<file path="config.mk">
export PLATFORM = sky130hd
export DESIGN_NAME = led_pwm_driver_flat
export DESIGN_NICKNAME = d
export VERILOG_FILES = /design/src/rtl/led_pkg.sv /design/src/rtl/led_pwm_driver_if.sv /design/src/rtl/led_pwm_timebase.sv /design/src/rtl/led_pwm_driver.sv /design/src/flat_wrapper.sv
export SDC_FILE = /design/constraint.sdc
export NUM_CORES = 1
export LEC_CHECK = 0
export ABC_CLOCK_PERIOD_IN_PS = 4000
export CELL_PAD_IN_SITES_DETAIL_PLACEMENT = 1
export CELL_PAD_IN_SITES_GLOBAL_PLACEMENT = 2
export CORE_ASPECT_RATIO = 1.75
export CORE_MARGIN = 8
export CORE_UTILIZATION = 43
export DETAILED_ROUTE_END_ITERATION = 6
export HOLD_SLACK_MARGIN = 0.02
export MAX_ROUTING_LAYER = met4
export PLACE_DENSITY = 0.86
export SKIP_LAST_GASP = 1
export SYNTH_ARGS = -nofsm -noshare
export SYNTH_HDL_FRONTEND = slang
export SYNTH_SLANG_ARGS = --single-unit
</file>
<file path="constraint.sdc">
create_clock -name clk_i -period 4 [get_ports clk_i]
set_input_delay 0.8 -clock clk_i [delete_from_list [all_inputs] [get_ports clk_i]]
set_output_delay 0.8 -clock clk_i [all_outputs]
set_load 0.05 [all_outputs]
</file>
<file path="src/rtl/led_pkg.sv">
// Shared definitions for the LED PWM driver slice.
// Contents: default channel count and duty width, channel index type, duty type.
package led_pkg;

  localparam int unsigned LED_CHANNELS = 8;
  localparam int unsigned LED_DUTY_W   = 8;

  typedef logic [2:0]            led_chan_t;
  typedef logic [LED_DUTY_W-1:0] led_duty_t;

endpackage

</file>
<file path="src/rtl/led_pwm_driver_if.sv">
// Duty-value write port of the LED PWM driver (valid/ready).
// Signals:
//   duty_valid - write request (master -> slave)
//   duty_ready - slave can accept this cycle
//   duty_chan  - target channel index
//   duty_data  - new duty value
// Modports: master (upstream pattern source), slave (led_pwm_driver).
interface led_pwm_driver_if
  import led_pkg::*;
#(
  parameter int unsigned DutyW = LED_DUTY_W
) ();

  logic             duty_valid;
  logic             duty_ready;
  led_chan_t        duty_chan;
  logic [DutyW-1:0] duty_data;

  modport master (
    output duty_valid,
    output duty_chan,
    output duty_data,
    input  duty_ready
  );

  modport slave (
    input  duty_valid,
    input  duty_chan,
    input  duty_data,
    output duty_ready
  );

endinterface

</file>
<file path="src/rtl/led_pwm_timebase.sv">
// Prescaler and PWM phase counter shared by all LED channels.
// Ports:
//   clk_i      - system clock
//   rst_ni     - asynchronous active-low reset
//   tick_o     - high in the last prescaler cycle of each PWM tick
//   boundary_o - high in the last cycle of each PWM period
//   pwm_cnt_o  - current PWM phase (0 .. 2^DutyW-1)
module led_pwm_timebase #(
  parameter int unsigned DutyW    = 8,
  parameter int unsigned Prescale = 256
) (
  input  logic             clk_i,
  input  logic             rst_ni,
  output logic             tick_o,
  output logic             boundary_o,
  output logic [DutyW-1:0] pwm_cnt_o
);

  // A one-bit counter that never leaves zero keeps Prescale == 1 legal.
  localparam int unsigned   PreW   = (Prescale > 1) ? $clog2(Prescale) : 1;
  localparam logic [PreW-1:0] PreMax = PreW'(Prescale - 1);

  logic [PreW-1:0]  pre_cnt_q, pre_cnt_d;
  logic [DutyW-1:0] pwm_cnt_q, pwm_cnt_d;
  logic             tick;

  always_comb begin
    tick      = (pre_cnt_q == PreMax);
    pre_cnt_d = tick ? '0 : pre_cnt_q + 1'b1;
    pwm_cnt_d = tick ? pwm_cnt_q + 1'b1 : pwm_cnt_q;
  end

  always_ff @(posedge clk_i or negedge rst_ni) begin
    if (!rst_ni) begin
      pre_cnt_q <= '0;
      pwm_cnt_q <= '0;
    end else begin
      pre_cnt_q <= pre_cnt_d;
      pwm_cnt_q <= pwm_cnt_d;
    end
  end

  assign tick_o     = tick;
  assign boundary_o = tick && (pwm_cnt_q == '1);
  assign pwm_cnt_o  = pwm_cnt_q;

endmodule

</file>
<file path="src/rtl/led_pwm_driver.sv">
// Eight-channel LED brightness driver: per-channel duty values arrive over a
// valid/ready port, are double-buffered (pending -> active) at PWM period
// boundaries and turned into registered active-high PWM outputs.
// Build option: define LED_PWM_FADE_EN to make active step one LSB per period
// toward pending instead of loading it directly.
// Ports:
//   clk_i          - system clock
//   rst_ni         - asynchronous active-low reset
//   enable_i       - low forces all LEDs off; timing keeps running
//   duty_if        - duty write port (slave modport)
//   led_o          - registered PWM outputs
//   period_start_o - one-cycle pulse in the first cycle of each PWM period
module led_pwm_driver
  import led_pkg::*;
#(
  parameter int unsigned Channels = LED_CHANNELS,
  parameter int unsigned DutyW    = LED_DUTY_W,
  parameter int unsigned Prescale = 256
) (
  input  logic                clk_i,
  input  logic                rst_ni,
  input  logic                enable_i,
  led_pwm_driver_if.slave     duty_if,
  output logic [Channels-1:0] led_o,
  output logic                period_start_o
);

  logic             tick, boundary;
  logic [DutyW-1:0] pwm_cnt, pwm_cnt_next;

  led_pwm_timebase #(
    .DutyW    (DutyW),
    .Prescale (Prescale)
  ) u_timebase (
    .clk_i      (clk_i),
    .rst_ni     (rst_ni),
    .tick_o     (tick),
    .boundary_o (boundary),
    .pwm_cnt_o  (pwm_cnt)
  );

  logic                            ready_en_q;
  logic                            accept;
  logic [Channels-1:0][DutyW-1:0]  pending_q, pending_d;
  logic [Channels-1:0][DutyW-1:0]  active_q, active_d;
  logic [Channels-1:0]             led_q, led_d;
  logic                            period_start_q;

  // ready_en_q holds ready low until the first edge after reset release.
  assign duty_if.duty_ready = ready_en_q && !boundary;
  assign accept             = duty_if.duty_valid && duty_if.duty_ready;
  assign pwm_cnt_next       = tick ? pwm_cnt + 1'b1 : pwm_cnt;

  always_comb begin
    pending_d = pending_q;
    active_d  = active_q;
    led_d     = '0;
    for (int i = 0; i < int'(Channels); i++) begin
      // Indices >= Channels match no channel, so such writes vanish.
      if (accept && (int'(duty_if.duty_chan) == i)) begin
        pending_d[i] = duty_if.duty_data;
      end
      if (boundary) begin
`ifdef LED_PWM_FADE_EN
        if (active_q[i] < pending_q[i]) begin
          active_d[i] = active_q[i] + 1'b1;
        end else if (active_q[i] > pending_q[i]) begin
          active_d[i] = active_q[i] - 1'b1;
        end
`else
        active_d[i] = pending_q[i];
`endif
      end
      // Compare against next-state phase/duty so the registered LED lines up
      // with the counter: new duties show in the period_start cycle, phase 0.
      led_d[i] = enable_i && (pwm_cnt_next < active_d[i]);
    end
  end

  always_ff @(posedge clk_i or negedge rst_ni) begin
    if (!rst_ni) begin
      ready_en_q     <= 1'b0;
      pending_q      <= '0;
      active_q       <= '0;
      led_q          <= '0;
      period_start_q <= 1'b0;
    end else begin
      ready_en_q     <= 1'b1;
      pending_q      <= pending_d;
      active_q       <= active_d;
      led_q          <= led_d;
      period_start_q <= boundary;
    end
  end

  assign led_o          = led_q;
  assign period_start_o = period_start_q;

endmodule

</file>
<file path="src/flat_wrapper.sv">
// flat-port wrapper written by rule: the top's interface ports become plain ports
module led_pwm_driver_flat import led_pkg::*;
#(
  parameter int unsigned Channels = LED_CHANNELS,
  parameter int unsigned DutyW    = LED_DUTY_W,
  parameter int unsigned Prescale = 256
)
  (clk_i, rst_ni, enable_i, led_o, period_start_o, duty_if_duty_valid, duty_if_duty_chan, duty_if_duty_data, duty_if_duty_ready);
  led_pwm_driver_if #(.DutyW(DutyW)) duty_if_i ();
  input  logic clk_i;
  input  logic rst_ni;
  input  logic enable_i;
  output logic [Channels-1:0] led_o;
  output logic period_start_o;
  input wire logic [$bits(duty_if_i.duty_valid)-1:0] duty_if_duty_valid;
  input wire logic [$bits(duty_if_i.duty_chan)-1:0] duty_if_duty_chan;
  input wire logic [$bits(duty_if_i.duty_data)-1:0] duty_if_duty_data;
  output wire logic [$bits(duty_if_i.duty_ready)-1:0] duty_if_duty_ready;
  assign duty_if_i.duty_valid = duty_if_duty_valid;
  assign duty_if_i.duty_chan = duty_if_duty_chan;
  assign duty_if_i.duty_data = duty_if_duty_data;
  assign duty_if_duty_ready = duty_if_i.duty_ready;
  led_pwm_driver #(.Channels(Channels), .DutyW(DutyW), .Prescale(Prescale)) u_core (.clk_i(clk_i), .rst_ni(rst_ni), .enable_i(enable_i), .duty_if(duty_if_i), .led_o(led_o), .period_start_o(period_start_o));
endmodule
</file>
### Word-level counts from Yosys, hierarchy flattened

Index checks and enable logic that the tools add are counted.

| cells by class | value |
|---|---|
| equality and inequality tests | 9 |
| reduce and logical (&&, ||, !) cells | 21 |
| add/subtract/negate cells | 2 |
| order comparisons | 8 |
| multiplexer cells | 10 |

Operators by type and width:

| kind | count |
|---|---|
| $mux W8 | 10 |
| $lt A8 B8 Y1 | 8 |
| $logic_and A1 B1 Y1 | 19 |
| $add A8 B1 Y8 const B | 2 |
| $eq A8 B8 Y1 const B | 2 |
| $eq A3 B3 Y1 const B | 4 |
| $eq A3 B2 Y1 const B | 2 |
| $eq A3 B1 Y1 const B | 1 |
| $logic_not A3 Y1 | 1 |
| $logic_not A1 Y1 | 1 |

| storage, ports and cells | value |
|---|---|
| output and inout port bits | 10 |
| register bits | 154 |
| logic and storage cells | 71 |
| input port bits | 15 |

### Depth between registers and ports, before layout

| logic depth | value |
|---|---|
| depth after elaboration | 6 |
| gate-level depth with buffers | 12 |
| mapped depth without buffers | 11 |

### By module

From an unflattened synthesis, not the netlist that was laid out.

| second synthesis, totals | value |
|---|---|
| cell total of the unflattened synthesis | 577 |
| area total of the unflattened synthesis | 7274.5 um^2 |

By module, submodules not included:

| module | area each (um^2) | seq. area each (um^2) | instances | cells an instance |
|---|---|---|---|---|
| led_pwm_driver | 6567.5 | 3453.3 | 1 | 517 |
| led_pwm_timebase | 706.9 | 400.4 | 1 | 60 |

### Least setup slack after synthesis

No wires, ideal clock.

| timing path | value |
|---|---|
| kind | reg-to-reg |
| from | register u_core.u_timebase.pre_cnt_q[0] |
| to | register u_core.led_q[4] (netlist: u_core.led_o[4]) |
| path buffers | 2 |
| setup slack | 1.096 ns |
| period minus slack after synthesis | 2.904 ns |
| arrival | 2.771 ns |
| data required time | 3.867 ns |
| cell stages (with the launch flop) | 13 |
| setup time | 0.133 ns |
| cell sequence | dfrtp_1 ha_1 nand3_2 nor4_4 buf_6 buf_4 mux2_2 inv_1 ha_1 nor2b_1 mux2_2 o311ai_1 o22ai_1 |

RTL lines:

| what | line | source |
|---|---|---|
| start, declared | led_pwm_timebase.sv:23 | `logic [PreW-1:0] pre_cnt_q, pre_cnt_d;` |
| start signal, assigned | led_pwm_timebase.sv:38 | `pre_cnt_q <= pre_cnt_d;` |
| end signal, assigned | led_pwm_driver.sv:91 | `led_q <= led_d;` |
| end, declared | led_pwm_driver.sv:46 | `logic [Channels-1:0] led_q, led_d;` |

### Final worst setup path

| timing path | value |
|---|---|
| from | register u_core.u_timebase.pre_cnt_q[0] |
| to | register u_core.led_q[1] (netlist: u_core.led_o[1]) |

| between the ends | value |
|---|---|
| elaborated cells between the ends (all ways) | 6 |
| classes of those cells | order compare: 1; eq/ne: 1; mux: 2; reduce/logical: 2 |

RTL lines:

| what | line | source |
|---|---|---|
| $eq A8 B8 Y1 | led_pwm_timebase.sv:28 | `tick = (pre_cnt_q == PreMax);` |
| $mux W8 | led_pwm_driver.sv:52 | `assign pwm_cnt_next = tick ? pwm_cnt + 1'b1 : pwm_cnt;` |
| net u_core.pwm_cnt_next[7] | led_pwm_driver.sv:29 | `logic [DutyW-1:0] pwm_cnt, pwm_cnt_next;` |
| $lt A8 B8 Y1 | led_pwm_driver.sv:76 | `led_d[i] = enable_i && (pwm_cnt_next < active_d[i]);` |
| $logic_and A1 B1 Y1 | led_pwm_driver.sv:76 |  |
| net u_core.led_d[1] | led_pwm_driver.sv:46 |  |

The timed path passes the listed nets, and every way through them passes these cells.
A chain may end at the register's enable or synchronous reset.

==> impl.org <==
** Outcome
- Status :: completed

** Place
- I/O Buffers :: 24
- The HPWL after detailed placement is 12890 microns.
- Prior to clock tree synthesis, the placed netlist has a worst setup slack of 0.6258 ns.
- Routability-driven placement finished with a final weighted congestion of 0.7860.

** Logic synthesis
- In this run, distinct cell masters in the synthesized netlist total 42.
- Yosys attributes the largest share of cell area to sky130_fd_sc_hd__dfrtp_1 51%, sky130_fd_sc_hd__mux2_2 14%, sky130_fd_sc_hd__ha_1 8.3%.
- Area of the mapped netlist :: 7493 sq um
- Post-Synthesis Mean Instance Area :: 12.64 sq um
- For this run, the register share of the synthesized area comes to 51.43%.
- By instance count, the leading cell after synthesis is sky130_fd_sc_hd__dfrtp_1.
- The synthesized design contains 154 register bits.
- Total number of yosys warnings :: 0
- Synthesis produced a netlist with a net count of 658.
- In this run, synthesis inferred 0 flip-flops with an integrated enable.
- Synthesis handed over a netlist of roughly 590 instances.
- Fraction of synthesis flops using an asynchronous set or reset pin :: 100.0%
- Largest area contributor in the netlist :: sky130_fd_sc_hd__dfrtp_1
- Portion of synthesized cell area occupied by the leading cell type :: around half
- Most used standard cells in the synthesized netlist :: 154 x sky130_fd_sc_hd__dfrtp_1, 90 x sky130_fd_sc_hd__mux2_2, 60 x sky130_fd_sc_hd__inv_1, 50 x sky130_fd_sc_hd__ha_1, 46 x sky130_fd_sc_hd__mux2i_1
- Leading register cell type out of synthesis :: sky130_fd_sc_hd__dfrtp_1

** Power and ir drop
- VDD sags by at most 0.0003069 V.
- Total power draw :: 3555 uW
- The analysis attributes to cell leakage a power of approximately 0.0042 uW.
- Power density over the cells :: 413.5 nW/um^2

** Floorplan
- Count of pins on the block boundary :: 25
- Row generation in the floorplan step produced 64 rows.
- Area enclosed by the die boundary :: 22070 sq um
- Core Box Area :: 17300 sq um
- For this configuration, the core starts out at a cell density of between 40% and 50%.
- Vertical die dimension :: 190.6 microns
- Die width :: 115.8 microns

** Final layout
- Fill cells in the final layout number 1815.
- Share of cells above drive strength 1 :: 22.87%
- Antenna diode count :: 0
- Relative to the synthesized area, the layout overhead comes to 14.73%.
- In the final design database the tool counted 701 nets.

** Critical path
- The critical path goes through ha_1 -> nand3_2 -> nor2_2 -> nand4_1 -> nor2_1 -> xor2_1 -> buf_4 -> ha_1 -> a211oi_1 -> o311ai_1 -> o22ai_1.
- Worst-path maximum fanout :: 9
- STA puts the critical path data required time at 4.34 ns.
- The critical path is of the flop to flop type.
- Critical Path Max Stage Delay :: between 0.4 and 0.5 ns
- The cell that appears most often on the critical path is sky130_fd_sc_hd__ha_1.
- Endpoint kind of the worst setup timing path :: flop
- The slowest stage of the critical path is the sky130_fd_sc_hd__xor2_1 cell.
- STA classifies the critical path startpoint as a flop.
- Arrival time of the worst setup path :: 3.79 ns

** Timing
- Number of hold-slack violations in the final timing report :: 0
- The worst pin sits at a relative slew slack of 29.65%.
- Final number of max-transition violations :: 0
- Time the final worst path needs with I/O delays and setup :: about 3.4 ns
- Setup repair after global routing left no endpoint under its margin.
- Setup violations remaining at the end of the flow were counted as 0.
- At the pin with the least slew margin, the transition time is between 1 and 1.5 ns.
- Post-route fraction of the period consumed by the critical path :: 86.22%
- Worst Skew :: 0.01094 ns
- The worst path meets setup with ~0.55 ns of slack.
- Sum of negative setup slack :: 0 ns
- Top achievable clock speed :: 290.0 MHz

** Detailed routing
- # DRC :: 0
- Routed vias :: 4770
- The first detailed-routing pass took 6 iterations.
- In the final routed layout, each cell accounts on average for around 20 microns.
- Vias per std cell :: 5.433
- Final antenna-violating net count :: 0
- In this run, the number of DRC markers left after iteration 0 of detailed routing was between 150 and 200.
- Wires add up to roughly 18000 microns.

** Clocking
- Maximum number of buffers from clock root to sink :: 2
- CTS clk-pin slew, worst paths :: about 0.060 ns
- The H-tree was split into 4 levels.
- Root Buffer Master :: sky130_fd_sc_hd__clkbuf_16
- Clock tree from TritonCTS :: yes
- The number of clock buffers added by TritonCTS is 17.
- After clock tree synthesis, the setup repair step added 0 buffers.
- Hold Buf Count CTS :: 0
- Post-cts repair resize count :: 0
- Clock Sinks :: 154
- Later-pin clock latency in the skew report :: around 0.43 ns

** Min path
- In this run the worst hold path is classified as primary input to async pin.

** GRT
- Pin count of the biggest net entering global routing :: a little under 100
- Total congestion overflow :: 0
- Initial antenna violation count :: 0
- Global routing used 18.28% of the available tracks.
- The via count of the first global-routing pass is 5524.
- Global-route wire length before repair :: between 20000 and 30000 microns

** Run
- Max-cap violation count :: 0
-- power by group --
group	switching (uW)	internal, uW	total (uW)
Combinational	106	137	243
Sequential	83.4	1710	1790
Clock	608	911	1520
-- logic make-up after synthesis --
family	count (synthesis)	share of synthesized area (%)
XOR/XNOR	11	1.286
other	1	0.05004
flip-flops	154	51.43
AO/OA/AOI/OAI	62	5.727
AND/OR/NAND/NOR	98	8.132
adder cells (fa/ha/maj)	50	8.349
buffers and inverters	74	4.308
multiplexers	143	20.72
-- cells in the final DEF, fill, tap and decap left out, types with 4 or more instances in the layout --
master / synthesis / routed
sky130_fd_sc_hd__a211oi_1: 8 / 8
sky130_fd_sc_hd__a21oi_1: 17 / 17
sky130_fd_sc_hd__a41oi_1: 7 / 7
sky130_fd_sc_hd__buf_4: 6 / 14
sky130_fd_sc_hd__clkbuf_16: 0 / 17
sky130_fd_sc_hd__clkbuf_8: 0 / 4
sky130_fd_sc_hd__clkdlybuf4s50_1: 0 / 22
sky130_fd_sc_hd__dfrtp_1: 154 / 154
sky130_fd_sc_hd__ha_1: 50 / 50
sky130_fd_sc_hd__inv_1: 60 / 60
sky130_fd_sc_hd__mux2_1: 7 / 7
sky130_fd_sc_hd__mux2_2: 90 / 90
sky130_fd_sc_hd__mux2i_1: 46 / 46
sky130_fd_sc_hd__nand2_1: 36 / 36
sky130_fd_sc_hd__nand3_1: 6 / 6
sky130_fd_sc_hd__nand4_1: 12 / 12
sky130_fd_sc_hd__nand4b_1: 7 / 7
sky130_fd_sc_hd__nor2_1: 11 / 11
sky130_fd_sc_hd__nor2b_1: 9 / 9
sky130_fd_sc_hd__o211ai_1: 7 / 7
sky130_fd_sc_hd__o22ai_1: 7 / 7
sky130_fd_sc_hd__o311ai_1: 6 / 6
sky130_fd_sc_hd__xnor2_1: 8 / 8
-- per-stage QoR --
stage / hold slack, ns / instances / cell area [sq um] / utilization, %
global placement: 0.4644 / 848 / 8041 / 46.49
finish: 0.4416 / 878 / 8597 / 49.70
global route: 0.5062 / 878 / 8597 / 49.70
CTS: 0.4846 / 878 / 8597 / 49.70
detailed placement: 0.4720 / 848 / 8041 / 46.49
floorplan: 0.4529 / 593 / 7493 / -
-- critical path, delay by kind of cell (launching register included) --
| family | cells | cell delay (ns) |
|---|---|---|
| buffers and inverters | 1 | 0.25 |
| xor gates and xnor gates | 1 | 0.45 |
| AOI/OAI and AO/OA | 3 | 0.71 |
| and+or+nand+nor | 4 | 0.95 |
| DFF | 1 | 0.42 |
| adders and majority gates | 2 | 0.57 |
-- routing by layer --
layer	wire [microns]	global-route usage, %
met1	6905	19.12
met2	10060	32.73
met3	439	3.616
met4	472	6.924
met5	0	-
-- path summary, 6_finish.rpt --
path	from	end	slack (ns)	cells after the start
hold reg to reg	u_core.active_q[0]	u_core.active_q[0]	0.48	1
max in group asynchronous	rst_ni	u_core.pending_q[16]	2.68	2
min in group clk_i	u_core.active_q[0]	u_core.active_q[0]	0.48	1
setup reg to reg	u_core.u_timebase.pre_cnt_q[0]	u_core.led_o[1]	0.55	11
hold / removal	rst_ni	u_core.pending_q[31]	0.44	1
setup / recovery	u_core.u_timebase.pre_cnt_q[0]	u_core.led_o[1]	0.55	11
-- state kept, by name (all words and copies together), names as in the netlist --
register / cells
u_core.ready_en_q: 1
u_core.u_timebase.pwm_cnt_o: 8
u_core.period_start_o: 1
u_core.led_o: 8
u_core.pending_q: 64
u_core.active_q: 64
u_core.u_timebase.pre_cnt_q: 8
-- cell type report --
class | instances | area, sq um | area share (%)
clock buffers | 23 | 488.0 | 5.676
clock inverters | 7 | 67.56 | 0.7859
inverters | 60 | 225.2 | 2.620
multi-input cells | 365 | 3317 | 38.58
flip-flops and latches | 154 | 3854 | 44.83
well taps | 231 | 289.0 | 3.362
repair buffers | 38 | 356.6 | 4.148
(Power assumes the default switching activity.)
